File: src/rtl/axi_fmap_writer_if.sv
// rtl/axi_fmap_writer_if.sv - activation stream in, AXI4-Lite write channels out
interface axi_fmap_writer_if;
    logic        S_VALID;
    logic        S_READY;
    logic [7:0]  S_DATA;
    logic        M_AXI_AWVALID;
    logic        M_AXI_AWREADY;
    logic [31:0] M_AXI_AWADDR;
    logic        M_AXI_WVALID;
    logic        M_AXI_WREADY;
    logic [31:0] M_AXI_WDATA;
    logic [3:0]  M_AXI_WSTRB;
    logic        M_AXI_BVALID;
    logic        M_AXI_BREADY;
    logic [1:0]  M_AXI_BRESP;

    modport master (
        input  S_VALID, S_DATA,
        output S_READY,
        output M_AXI_AWVALID, M_AXI_AWADDR,
        input  M_AXI_AWREADY,
        output M_AXI_WVALID, M_AXI_WDATA, M_AXI_WSTRB,
        input  M_AXI_WREADY,
        input  M_AXI_BVALID, M_AXI_BRESP,
        output M_AXI_BREADY
    );

    modport slave (
        output S_VALID, S_DATA,
        input  S_READY,
        input  M_AXI_AWVALID, M_AXI_AWADDR,
        output M_AXI_AWREADY,
        input  M_AXI_WVALID, M_AXI_WDATA, M_AXI_WSTRB,
        output M_AXI_WREADY,
        output M_AXI_BVALID, M_AXI_BRESP,
        input  M_AXI_BREADY
    );
endinterface

File: src/rtl/axi_fmap_writer.sv
// rtl/axi_fmap_writer.sv - drains signed 8-bit activations into one 32-bit AXI word each
module axi_fmap_writer #(
    parameter int          OUT_COUNT = 18928,
    parameter logic [31:0] BASE_ADDR = 32'h0000_0000
) (
    input  logic               clk,
    input  logic               rst_n,
    input  logic               start,
    output logic               busy,
    output logic               done,
    output logic               err,
    axi_fmap_writer_if.master  bus
);
    localparam int IDX_W = (OUT_COUNT > 1) ? $clog2(OUT_COUNT) : 1;
    localparam logic [IDX_W-1:0] LAST_IDX = IDX_W'(OUT_COUNT - 1);

    typedef enum logic [1:0] {IDLE, GET, XFER, RESP} state_t;

    state_t            state_q, state_d;
    logic [IDX_W-1:0]  idx_q, idx_d;
    logic [31:0]       awaddr_q, awaddr_d;
    logic [31:0]       wdata_q, wdata_d;
    logic              awvalid_q, awvalid_d;
    logic              wvalid_q, wvalid_d;
    logic              busy_q, busy_d;
    logic              done_q, done_d;
    logic              err_q, err_d;

    always_ff @(posedge clk or negedge rst_n) begin
        if (!rst_n) begin
            state_q   <= IDLE;
            idx_q     <= '0;
            awaddr_q  <= '0;
            wdata_q   <= '0;
            awvalid_q <= 1'b0;
            wvalid_q  <= 1'b0;
            busy_q    <= 1'b0;
            done_q    <= 1'b0;
            err_q     <= 1'b0;
        end else begin
            state_q   <= state_d;
            idx_q     <= idx_d;
            awaddr_q  <= awaddr_d;
            wdata_q   <= wdata_d;
            awvalid_q <= awvalid_d;
            wvalid_q  <= wvalid_d;
            busy_q    <= busy_d;
            done_q    <= done_d;
            err_q     <= err_d;
        end
    end

    always_comb begin
        state_d   = state_q;
        idx_d     = idx_q;
        awaddr_d  = awaddr_q;
        wdata_d   = wdata_q;
        awvalid_d = awvalid_q;
        wvalid_d  = wvalid_q;
        busy_d    = busy_q;
        done_d    = done_q;
        err_d     = err_q;
        case (state_q)
            IDLE: begin
                if (start) begin
                    idx_d   = '0;
                    err_d   = 1'b0;
                    done_d  = 1'b0;
                    busy_d  = 1'b1;
                    state_d = GET;
                end
            end
            GET: begin
                if (bus.S_VALID) begin
                    wdata_d   = {{24{bus.S_DATA[7]}}, bus.S_DATA};
                    awaddr_d  = BASE_ADDR + (32'(idx_q) << 2);
                    awvalid_d = 1'b1;
                    wvalid_d  = 1'b1;
                    state_d   = XFER;
                end
            end
            XFER: begin
                // Address and data channels retire independently, possibly together.
                if (awvalid_q && bus.M_AXI_AWREADY) awvalid_d = 1'b0;
                if (wvalid_q && bus.M_AXI_WREADY)   wvalid_d  = 1'b0;
                if (!awvalid_d && !wvalid_d)        state_d   = RESP;
            end
            RESP: begin
                if (bus.M_AXI_BVALID) begin
                    if (bus.M_AXI_BRESP != 2'b00) err_d = 1'b1;
                    if (idx_q == LAST_IDX) begin
                        done_d  = 1'b1;
                        busy_d  = 1'b0;
                        state_d = IDLE;
                    end else begin
                        idx_d   = idx_q + IDX_W'(1);
                        state_d = GET;
                    end
                end
            end
            default: state_d = IDLE;
        endcase
    end

    assign busy              = busy_q;
    assign done              = done_q;
    assign err               = err_q;
    assign bus.S_READY       = (state_q == GET);
    assign bus.M_AXI_BREADY  = (state_q == RESP);
    assign bus.M_AXI_AWVALID = awvalid_q;
    assign bus.M_AXI_AWADDR  = awaddr_q;
    assign bus.M_AXI_WVALID  = wvalid_q;
    assign bus.M_AXI_WDATA   = wdata_q;
    assign bus.M_AXI_WSTRB   = 4'hF;
endmodule

File: src/flat_wrapper.sv
// flat-port wrapper written by rule: the top's interface ports become plain ports
module axi_fmap_writer_flat 
#(
    parameter int          OUT_COUNT = 18928,
    parameter logic [31:0] BASE_ADDR = 32'h0000_0000
)
  (clk, rst_n, start, busy, done, err, bus_S_VALID, bus_S_DATA, bus_S_READY, bus_M_AXI_AWVALID, bus_M_AXI_AWADDR, bus_M_AXI_AWREADY, bus_M_AXI_WVALID, bus_M_AXI_WDATA, bus_M_AXI_WSTRB, bus_M_AXI_WREADY, bus_M_AXI_BVALID, bus_M_AXI_BRESP, bus_M_AXI_BREADY);
  axi_fmap_writer_if bus_i ();
  input  logic clk;
  input  logic rst_n;
  input  logic start;
  output logic busy;
  output logic done;
  output logic err;
  input wire logic [$bits(bus_i.S_VALID)-1:0] bus_S_VALID;
  input wire logic [$bits(bus_i.S_DATA)-1:0] bus_S_DATA;
  output wire logic [$bits(bus_i.S_READY)-1:0] bus_S_READY;
  output wire logic [$bits(bus_i.M_AXI_AWVALID)-1:0] bus_M_AXI_AWVALID;
  output wire logic [$bits(bus_i.M_AXI_AWADDR)-1:0] bus_M_AXI_AWADDR;
  input wire logic [$bits(bus_i.M_AXI_AWREADY)-1:0] bus_M_AXI_AWREADY;
  output wire logic [$bits(bus_i.M_AXI_WVALID)-1:0] bus_M_AXI_WVALID;
  output wire logic [$bits(bus_i.M_AXI_WDATA)-1:0] bus_M_AXI_WDATA;
  output wire logic [$bits(bus_i.M_AXI_WSTRB)-1:0] bus_M_AXI_WSTRB;
  input wire logic [$bits(bus_i.M_AXI_WREADY)-1:0] bus_M_AXI_WREADY;
  input wire logic [$bits(bus_i.M_AXI_BVALID)-1:0] bus_M_AXI_BVALID;
  input wire logic [$bits(bus_i.M_AXI_BRESP)-1:0] bus_M_AXI_BRESP;
  output wire logic [$bits(bus_i.M_AXI_BREADY)-1:0] bus_M_AXI_BREADY;
  assign bus_i.S_VALID = bus_S_VALID;
  assign bus_i.S_DATA = bus_S_DATA;
  assign bus_S_READY = bus_i.S_READY;
  assign bus_M_AXI_AWVALID = bus_i.M_AXI_AWVALID;
  assign bus_M_AXI_AWADDR = bus_i.M_AXI_AWADDR;
  assign bus_i.M_AXI_AWREADY = bus_M_AXI_AWREADY;
  assign bus_M_AXI_WVALID = bus_i.M_AXI_WVALID;
  assign bus_M_AXI_WDATA = bus_i.M_AXI_WDATA;
  assign bus_M_AXI_WSTRB = bus_i.M_AXI_WSTRB;
  assign bus_i.M_AXI_WREADY = bus_M_AXI_WREADY;
  assign bus_i.M_AXI_BVALID = bus_M_AXI_BVALID;
  assign bus_i.M_AXI_BRESP = bus_M_AXI_BRESP;
  assign bus_M_AXI_BREADY = bus_i.M_AXI_BREADY;
  axi_fmap_writer #(.OUT_COUNT(OUT_COUNT), .BASE_ADDR(BASE_ADDR)) u_core (.clk(clk), .rst_n(rst_n), .start(start), .busy(busy), .done(done), .err(err), .bus(bus_i));
endmodule
File: config.mk
export PLATFORM = sky130hd
export DESIGN_NAME = axi_fmap_writer_flat
export DESIGN_NICKNAME = d
export VERILOG_FILES = /design/src/rtl/axi_fmap_writer_if.sv /design/src/rtl/axi_fmap_writer.sv /design/src/flat_wrapper.sv
export SDC_FILE = /design/constraint.sdc
export NUM_CORES = 1
export LEC_CHECK = 0
export CELL_PAD_IN_SITES_DETAIL_PLACEMENT = 1
export CELL_PAD_IN_SITES_GLOBAL_PLACEMENT = 1
export CORE_MARGIN = 2
export CORE_UTILIZATION = 33
export DETAILED_ROUTE_END_ITERATION = 16
export PLACE_DENSITY_LB_ADDON = 0.12
export SETUP_SLACK_MARGIN = 0.2
export SYNTH_ARGS = -nofsm -noshare
export SYNTH_HDL_FRONTEND = slang
export SYNTH_SLANG_ARGS = --single-unit
File: constraint.sdc
create_clock -name clk -period 1.97 [get_ports clk]
set_input_delay 0.2955 -clock clk [delete_from_list [all_inputs] [get_ports clk]]
set_output_delay 0.2955 -clock clk [all_outputs]
set_load 0.005 [all_outputs]
==> metrics.cfg, run 1 <==
[placement]
place.gp.congestion = 0.740
port-buffer-count = 70
dp.final_hpwl_um = 4250

[yosys]
synth_adder_area_share_pct = 3.01
synth.cells.most_frequent = 46 x buf_4, 45 x dfrtp_1, 24 x mux2_2, 19 x o21ai_0, 16 x nand2_1
combinational_family_with_the_most_area_after_synthesis = buffers and inverters
synthesis.instances = 238
yosys.area_share.xor_xnor_pct = 0.702
synth-edff-count = 0
synth_top_cell_area_share_pct = 45.1
portion_of_the_post_synthesis_area_used_by_sequential_elements_pct = 45.1
synth_seq_cells = 45
synth.top_cells.by_area = dfrtp_1 45%, buf_4 14%, mux2_2 11%, o21ai_0 3.8%, ha_1 3.0%
yosys_warnings = 0
synth_mux_area_share_pct = 10.8
synth_largest_area_cell = dfrtp_1
syn-mean-instance-area_um2 = 10.5
synth.most_common_cell = buf_4
post_synth_and_or_nand_nor_area_fraction_pct = 14.8
synth_compound_gate_area_share_pct = 9.97
ys_dominant_reg_cell = dfrtp_1
post_syn_area_um2 = 2500
yosysUniqueCellTypes = 42
async_reset_ff_share_pct = 100

[power_and_ir_drop]
power.density_cell_area_nw_per_um2 = 1230
clockPowerShare_pct = 13.7
total_leakage_power_nw = 1.56
power_switching_w = 0.00142
design_power_total_w = 0.00421
p_int_w = 0.00280
pwr-share-seq_pct = 29.1
power.switching_fraction_pct = 33.6
worst_ir_drop_vdd_mv = 0.683
comb_power_share_pct = 57.2

[setup_path]
cp.arrival_ns = 1.95
critical_path.endpoint_type = flop
crit_fanout = 8
timing.critical_path.slowest_cell_delay_ns = 0.42
critical_path.startpoint_type = flop
cpLargestDelayFamily = buffers and inverters
crit_path_frequent_cell = buf_6
critical_path_buf_inv_count = 4
crit_chain = buf_6 > ha_4 > nor2b_4 > nor3_4 > o21ai_2 > buf_12 > buf_8 > buf_6 > nand2_2 > o21ai_1
worst-setup-path-type = flop to flop
cp_data_required_time_ns = 2.17
critical_path.slowest_cell = dfrtp_1

[die]
starting_density_of_the_core_pct = 34.2
floorplan.die_area_um2 = 8280
core-area_um2 = 7290
io-pin-count = 92
dieWidth_um = 91.0
num_rows = 31
floorplan.die.height_um = 91.0

[route]
detailedRoute.firstIterationViolations = 53
firstDrtPassIters = 4
detail_route.wl_per_cell_um = 14.7
drt-total-wl_um = 6000
num_vias = 1906
drt.antenna.violating_nets = 0
post_drt_via_cell_ratio = 4.67
remaining_drc_errors = 0

[flow_run]
timing.max_cap.violations = 0

[sta]
timing.hold.ws_ns = 0.456
setup_tns_ns = 0
layout_min_cycle_time_ns = 1.75
hold_viol = 0
layout_worst_path_cycle_share_pct = 88.8
rsz0062_at_grt = yes
clock.fmax_ghz = 0.572
slew_viol_final = 0
finalSetupViolCount = 0
clock_skew_ns = 0.00664

[clock_network]
cts.sink_count = 45
clockBufferDepth = 2
clk_transition_reported_paths_ns = 0.09
clkLatencyLatePin_ns = 0.31
cts_made_buffers = 5
h-tree-depth = 2
clock_tree_from_tritoncts = done
clk_root_buffer_cell = clkbuf_8

[finish]
finish.utilization_pct = 47.0
fin_nets = 331
antennaDiodeCount = 0
synthToLayoutAreaGrowth_pct = 37.2
layout.filler_cells = 831
drive_above_1_share_pct = 25.9

[global_routing]
grtUsageTotal_pct = 14.4
antenna_violations_before_repair = 0
grt_pass1_wl_um = 9620
grt_start_max_net_pins = 27
global_route.overflow_total = 0
first_global_vias = 1865

[run_status]
run_status = complete, no violations

[min_path]
worstHoldPathType = input port to async pin

-- per-layer routing --
layer | global-route usage (%) | wire length (µm)
met1 | 18.6 | 2590
met2 | 24.4 | 3050
met3 | 3.07 | 276
met4 | 4.17 | 79
met5 | 0 | 0
-- state kept, by name (all words and copies together), names as in the netlist --
signal                    cells
u_core.bus.M_AXI_WDATA        8
u_core.busy                   1
u_core.err                    1
u_core.idx_q                 15
u_core.state_q                2
u_core.bus.M_AXI_AWVALID      1
u_core.bus.M_AXI_AWADDR      15
u_core.bus.M_AXI_WVALID       1
u_core.done                   1
-- path summary, 6_finish.rpt --
path | start | to | slack (ns) | cells after the start
setup reg to reg | u_core.state_q[0] | u_core.idx_q[11] | 0.22 | 10
min in group clk | u_core.done | u_core.done | 0.49 | 1
hold / removal | rst_n | u_core.bus.M_AXI_WDATA[1] | 0.46 | 2
hold reg to reg | u_core.done | u_core.done | 0.49 | 1
setup / recovery | u_core.state_q[0] | u_core.idx_q[11] | 0.22 | 10
max in group asynchronous | rst_n | u_core.bus.M_AXI_WDATA[6] | 0.93 | 3
-- worst reg2reg max path, cell delays in order (launching register included) --
cell,delay [ns]
dfrtp_1,0.42
buf_6,0.14
ha_4,0.17
nor2b_4,0.14
nor3_4,0.19
o21ai_2,0.10
buf_12,0.14
buf_8,0.13
buf_6,0.12
nand2_2,0.05
o21ai_1,0.05
-- stage by stage --
step | worst slack [ns] | area, µm² | cells
floorplan | 0.227 | 2570 | 257
global placement | 0.219 | 3130 | 387
detailed placement | 0.149 | 3130 | 387
CTS | 0.185 | 3280 | 400
global route | 0.148 | 3420 | 408
finish | 0.221 | 3420 | 408
-- cell families (layout without fill, tap and decap cells) --
family                   after synthesis  in the layout
AND/OR/NAND/NOR                       62             62
buffers and inverters                 55            107
flip-flops                            45             45
AO/OA/AOI/OAI                         42             42
multiplexers                          24             24
adder cells (fa/ha/maj)                6              6
other                                  2             21
XOR/XNOR                               2              2
-- power groups by stage --
stage                     clock network (W)  registers [W]  logic (W)
after CTS                          0.000603        0.00128    0.00209
after detailed placement                  0        0.00129    0.00199
after global placement                    0        0.00128    0.00197
final                              0.000579        0.00123    0.00241
after floorplan                           0        0.00128    0.00116
after global routing               0.000643        0.00126    0.00262
-- placed cells by master (no fill, tap or decap), types with 3 or more instances in the layout --
cell type        count
clkdlybuf4s50_1     67
dfrtp_1             44
nor2_1               9
o31ai_1              3
nand3_1              5
buf_4               18
conb_1              21
a21oi_1              7
mux2_2              24
nand4_1              5
o21ai_2              3
nor3_1               4
ha_1                 3
clkbuf_8             5
inv_1                3
o21ai_1              5
a21o_1               4
o21ai_0             13
nand2_1             14
ha_4                 3
-- layout make-up --
| cell class | instances | area (µm²) | share of cell area (%) |
|---|---|---|---|
| Multi-Input combinational cell | 157 | 1140 | 33.4 |
| Sequential cell | 45 | 1130 | 33.0 |
| Timing Repair Buffer | 94 | 920 | 26.9 |
| Tap cell | 99 | 124 | 3.62 |
| Clock buffer | 6 | 72.6 | 2.12 |
| Inverter | 5 | 18.8 | 0.548 |
| Clock inverter | 2 | 15.0 | 0.438 |
-- what timing repair did --
| item | CTS | global route |
|---|---|---|
| endpoints found under the hold margin | 15 | 0 |
| buffers inserted | 4 | 8 |
| gates resized for setup | 7 | 29 |
| endpoints found under the setup margin | 36 | 38 |
| hold buffers | 1 | 0 |
| pin swaps | 2 | 2 |
No activity file was read; power rests on OpenSTA's default activity.
==> run 2: changes to the inputs <==
CTS_CLUSTER_DIAMETER = 60   (was unset)
SETUP_SLACK_MARGIN = unset   (was 0.2)
==> run 2 against run 1 <==
Effect of this change:
- setup slack got worse by 0.15 ns
- sequential power increased by 3%
- sequential cell count unchanged
- global-route usage decreased by 0.18 points
- cell count decreased by 2.9%
- first-iteration DRC count increased by 26%
- critical path depth decreased by 7
- critical endpoint is now bus_S_READY
- largest cell class is now sequential cells
- largest power group unchanged
==> metrics.cfg, run 2 (synthesis results as in run 1) <==
[clock_network]
clk_transition_reported_paths_ns = 0.09  ; about the same
clockBufferDepth = 2  ; unchanged
clock_tree_from_tritoncts = done
postCtsSetupBuffers = 0  ; -4
h-tree-depth = 2  ; unchanged
cts_made_buffers = 5  ; unchanged
clk_root_buffer_cell = clkbuf_8
clkLatencyLatePin_ns = 0.30  ; about the same
cts.sink_count = 45  ; unchanged

[run_status]
run_status = complete, no violations

[finish]
finish.utilization_pct = 44.3  ; -2.6 points
ff_latch_area_um2 = 1130  ; -0.22%
most_frequent_cells_in_the_layout = 69 x clkdlybuf4s50_1, 44 x dfrtp_1, 24 x mux2_2
fin_nets = 319  ; -3.6%
synthToLayoutAreaGrowth_pct = 29.5
layout.cell_area.non_filler_um2 = 3230  ; -5.6%
finalNonFillerCells = 396  ; -2.9%
most_common_cell_after_layout_fill_and_taps_aside = clkdlybuf4s50_1
antennaDiodeCount = 0  ; unchanged
drive_above_1_share_pct = 18.5  ; -7.4 points
layout.filler_cells = 844  ; +1.6%
multi_input_area_um2 = 1060  ; -7.2%

[die]
dieWidth_um = 91.0  ; unchanged
floorplan.die.height_um = 91.0  ; unchanged
io-pin-count = 92  ; unchanged
core-area_um2 = 7290  ; unchanged
floorplan.die_area_um2 = 8280  ; unchanged
num_rows = 31  ; unchanged
starting_density_of_the_core_pct = 34.2  ; unchanged

[sta]
slew_viol_final = 0  ; unchanged
hold_viol = 0  ; unchanged
finalSetupViolCount = 0  ; unchanged
rsz0062_at_grt = yes
timing.hold.ws_ns = 0.463  ; +0.00634 ns
layout_min_cycle_time_ns = 1.90  ; +0.152 ns
clock_skew_ns = 0.00755  ; +0.000914 ns
final_critical_path_setup_slack_ns = 0.0688  ; -0.152 ns
clock.fmax_ghz = 0.526  ; -8.0%
layout_worst_path_cycle_share_pct = 96.5  ; +7.7 points

[setup_path]
crit_fanout = 5  ; -3
cp_data_required_time_ns = 1.67  ; -0.50 ns
rr_endpoint = u_core.idx_q[13]
critical_path.endpoint_type = output port
rr_worst_depth = 8  ; -2
timing.reg2reg.setup_slack_ns = 0.16  ; -0.06 ns
worstReg2RegStart = u_core.state_q[0]
worst-setup-path-type = flop to output port
critical_path.startpoint_type = flop
cp.arrival_ns = 1.61  ; -0.34 ns

[route]
firstDrtPassIters = 4  ; unchanged
drt.antenna.violating_nets = 0  ; unchanged
num_vias = 1834  ; -3.8%
detail_route.wl_per_cell_um = 14.5  ; -1.5%
post_drt_via_cell_ratio = 4.63  ; -0.86%
detailedRoute.firstIterationViolations = 67  ; +26%
remaining_drc_errors = 0  ; unchanged
drt-total-wl_um = 5740  ; -4.4%

[global_routing]
grt_start_max_net_pins = 27  ; unchanged
global_route.overflow_total = 0  ; unchanged
grtUsageTotal_pct = 14.3  ; -0.18 points
first_global_vias = 1835  ; -1.6%
grt_pass1_wl_um = 9520  ; -1.1%
antenna_violations_before_repair = 0  ; unchanged

[power_and_ir_drop]
worst_ir_drop_vdd_mv = 0.486  ; -29%
power.density_cell_area_nw_per_um2 = 1180  ; -4.2%
total_leakage_power_nw = 1.47  ; -5.9%

[flow_run]
timing.max_cap.violations = 0  ; unchanged

[placement]
dpl_worst_slack_ns = 0.149  ; unchanged
place.detailed.instances = 387  ; unchanged
dp.final_hpwl_um = 4250  ; unchanged
postPlaceCellArea_um2 = 3130  ; unchanged
place.gp.congestion = 0.740  ; unchanged
port-buffer-count = 70  ; unchanged

[min_path]
worstHoldPathType = input port to async pin

-- run 2: changes by cell type in the layout (fill, tap and decap cells not counted), moves of 3 or more --
cell	before	now
buf_4	18	9
o21ai_0	13	19
ha_4	3	0
o21ai_1	5	1
-- run 2: timing repair --
action	in CTS	in global routing
endpoints found under the hold margin	15	0
endpoints found under the setup margin	26	1
pin swaps	0	0
resized for setup	2	0
hold buffers	1	0
-- run 2: worst max-delay path by stage --
stage / start / end / slack, ns
floorplan: u_core.state_q[0] / u_core.idx_q[10] / 0.23
global placement: bus_M_AXI_BVALID / u_core.idx_q[13] / 0.22
detailed placement: u_core.state_q[1] / u_core.idx_q[13] / 0.15
CTS: u_core.state_q[1] / bus_S_READY / 0.05
global route: u_core.state_q[1] / bus_S_READY / -0.01
finish: u_core.state_q[1] / bus_S_READY / 0.07
-- run 2: report_power, final --
part / total [W] / internal [W] / switching [W]
Combinational: 0.00196 / 0.00119 / 0.000779
Clock: 0.000574 / 0.000250 / 0.000324
Sequential: 0.00127 / 0.00110 / 0.000170
-- run 2: stage by stage --
| step | setup TNS, ns | total power (W) |
|---|---|---|
| 6_report | 0 | 0.00381 |
| 5_1_grt | -0.0121 | 0.00410 |
| 4_1_cts | 0 | 0.00388 |
| 3_5_place_dp | 0 | 0.00328 |
| 3_3_place_gp | 0 | 0.00325 |
| 2_1_floorplan | 0 | 0.00245 |
-- run 2: routing by layer --
metal / share of wire, % / track usage (%)
met5: 0 / 0
met4: 1.4 / 4.17
met3: 4.3 / 3.07
met2: 49 / 23.8
met1: 45 / 18.6
-- run 2: layout make-up --
class,count,area share (%)
Clock buffer,6,2.24
Timing Repair Buffer,82,25.2
Multi-Input combinational cell,157,32.9
Inverter,5,0.580
Sequential cell,45,34.9
Tap cell,99,3.83
Clock inverter,2,0.464
-- run 2: worst max-delay path: stages (launching register included) --
cell	delay, ns
dfrtp_1	0.43
inv_1	0.11
ha_2	0.24
clkdlybuf4s50_1	0.52
==> run 3: changes to the inputs <==
PLACE_DENSITY = 0.81   (was unset)
PLACE_DENSITY_LB_ADDON = unset   (was 0.12)
==> run 3 against run 2 <==
Effect of this change:
- critical path depth unchanged
- power is 6.2% higher
- sequential cell count is the same
- via count grew 1.9%
- routed wire length up 1.4%
- setup slack worse by 0.0058 ns
- clock skew shrank 0.0026 ns
- register-to-register slack hardly changed
- first-iteration DRC count down 12%
- non-clock buffer count did not move
- combinational power about the same
- critical endpoint unchanged
- largest cell class unchanged
- largest power group unchanged
==> metrics.cfg, run 3 (synthesis results as in run 1) <==
[route]
remaining_drc_errors = 0  ; unchanged
post_drt_via_cell_ratio = 4.72  ; +1.9%
detailedRoute.firstIterationViolations = 59  ; -12%
num_vias = 1869  ; +1.9%
firstDrtPassIters = 4  ; unchanged
detail_route.wl_per_cell_um = 14.7  ; +1.4%
drt.antenna.violating_nets = 0  ; unchanged
drt-met1-wl_um = 2560  ; -0.97%
top_layer = met4
drt-total-wl_um = 5820  ; +1.4%
met2RoutedLength_um = 2810  ; -0.32%
met3_length_um = 364  ; +46%

[finish]
drive_above_1_share_pct = 18.9  ; +0.34 points
most_common_cell_after_layout_fill_and_taps_aside = clkdlybuf4s50_1
most_frequent_cells_in_the_layout = 69 x clkdlybuf4s50_1, 44 x dfrtp_1, 24 x mux2_2
synthToLayoutAreaGrowth_pct = 31.7
finalNonFillerCells = 396  ; unchanged
antennaDiodeCount = 0  ; unchanged
fin_nets = 319  ; unchanged
finish.utilization_pct = 45.1  ; +0.74 points

[global_routing]
global_route.overflow_total = 0  ; unchanged
grt_start_max_net_pins = 27  ; unchanged
first_global_vias = 1890  ; +3.0%
antenna_violations_before_repair = 0  ; unchanged
grt_pass1_wl_um = 9620  ; +1.1%
grtUsageTotal_pct = 14.4  ; +0.15 points

[setup_path]
worst-setup-path-type = flop to output port
rr_endpoint = u_core.idx_q[13]
critical_path_buf_inv_count = 2  ; unchanged
cp_data_required_time_ns = 1.67  ; about the same
critical_path.startpoint_type = flop
worstReg2RegStart = u_core.state_q[0]
crit_fanout = 5  ; unchanged
cpLargestDelayFamily = buffers and inverters
critical_path.endpoint_type = output port
cp.arrival_ns = 1.61  ; about the same
crit_chain = inv_1 > ha_2 > clkdlybuf4s50_1
timing.critical_path.slowest_cell_delay_ns = 0.51  ; about the same
critical_path.slowest_cell = clkdlybuf4s50_1
rr_worst_depth = 6  ; -2
timing.reg2reg.setup_slack_ns = 0.15  ; about the same

[sta]
worst-slew-pin-transition_ns = 0.579
relSlewSlack_pct = 61.4
layout_min_cycle_time_ns = 1.91  ; +0.00584 ns
final_critical_path_setup_slack_ns = 0.0630  ; -0.00584 ns
rsz0062_at_grt = yes
clock_skew_ns = 0.00495  ; -0.00261 ns
finalSetupViolCount = 0  ; unchanged
slew_viol_final = 0  ; unchanged
clock.fmax_ghz = 0.524  ; -0.31%
hold_viol = 0  ; unchanged
layout_worst_path_cycle_share_pct = 96.8  ; +0.30 points

[power_and_ir_drop]
total_leakage_power_nw = 1.50  ; +2.1%
worst_ir_drop_vdd_mv = 0.512  ; +5.4%
design_power_total_w = 0.00404  ; +6.2%
power.density_cell_area_nw_per_um2 = 1230  ; +4.4%

[run_status]
run_status = complete, no violations

[die]
core-area_um2 = 7290  ; unchanged
dieWidth_um = 91.0  ; unchanged
floorplan.die_area_um2 = 8280  ; unchanged
starting_density_of_the_core_pct = 34.2  ; unchanged
floorplan.die.height_um = 91.0  ; unchanged
num_rows = 31  ; unchanged
io-pin-count = 92  ; unchanged

[placement]
dpl_worst_slack_ns = 0.118  ; -0.0309 ns
place.gp.congestion = 0.814  ; +10%
port-buffer-count = 70  ; unchanged
dp.final_hpwl_um = 4340  ; +2.1%
place.detailed.instances = 387  ; unchanged

[flow_run]
timing.max_cap.violations = 0  ; unchanged

[clock_network]
clockBufferDepth = 2  ; unchanged
h-tree-depth = 2  ; unchanged
clk_transition_reported_paths_ns = 0.09  ; about the same
cts_made_buffers = 5  ; unchanged
clk_root_buffer_cell = clkbuf_8
clock_tree_from_tritoncts = done
clkLatencyLatePin_ns = 0.30  ; about the same
postCtsSetupBuffers = 0  ; unchanged
cts.sink_count = 45  ; unchanged

[min_path]
min_from = u_core.bus.M_AXI_WDATA[5]
worstHoldPathType = flop to flop
worst_hold_path.endpoint = u_core.bus.M_AXI_WDATA[5]
hold-path-cell-count = 1

-- run 3: worst max-delay path by stage --
| stage | start | endpoint | cells past startpoint |
|---|---|---|---|
| 2_1_floorplan | u_core.state_q[0] | u_core.idx_q[10] | 8 |
| 6_report | u_core.state_q[1] | bus_S_READY | 3 |
| 5_1_grt | u_core.state_q[1] | bus_S_READY | 3 |
| 3_5_place_dp | u_core.state_q[1] | u_core.idx_q[3] | 6 |
| 4_1_cts | u_core.state_q[1] | bus_S_READY | 3 |
| 3_3_place_gp | bus_M_AXI_BVALID | u_core.idx_q[13] | 6 |
-- run 3: per-layer routing --
metal / vias to the layer above / track usage, %
met5: - / 0
met4: 0 / 4.55
met3: 9 / 3.65
met2: 75 / 23.6
met1: 907 / 18.7
li1: 878 / -
-- run 3: where the power goes --
group | switching [W] | internal, W | total (W)
sequential | 0.000166 | 0.00110 | 0.00127
clock | 0.000325 | 0.000504 | 0.000829
combinational | 0.000806 | 0.00114 | 0.00195
total | 0.00130 | 0.00275 | 0.00404
-- run 3: what timing repair did --
item,4_1_cts,5_1_grt
gates resized for setup,2,1
hold endpoints to repair,18,0
hold buffers,1,0
endpoints found under the setup margin,26,9
pin swaps,0,1
-- run 3: area by class of cell --
type                       instances  area [µm²]
timing repair buffer              82         813
tap                               99         124
inverter                           5        18.8
sequential                        45        1130
clock inverter                     3        65.1
clock buffer                       5        68.8
multi-input combinational        157        1070
fill                             858        4010
-- run 3: stage by stage --
stage / instance area [µm²] / hold WS, ns / TNS, ns
global placement: 3130 / 0.324 / 0
floorplan: 2570 / -0.0000911 / 0
CTS: 3280 / 0.514 / 0
global route: 3290 / 0.532 / -0.0344
detailed placement: 3130 / 0.328 / 0
finish: 3290 / 0.510 / 0
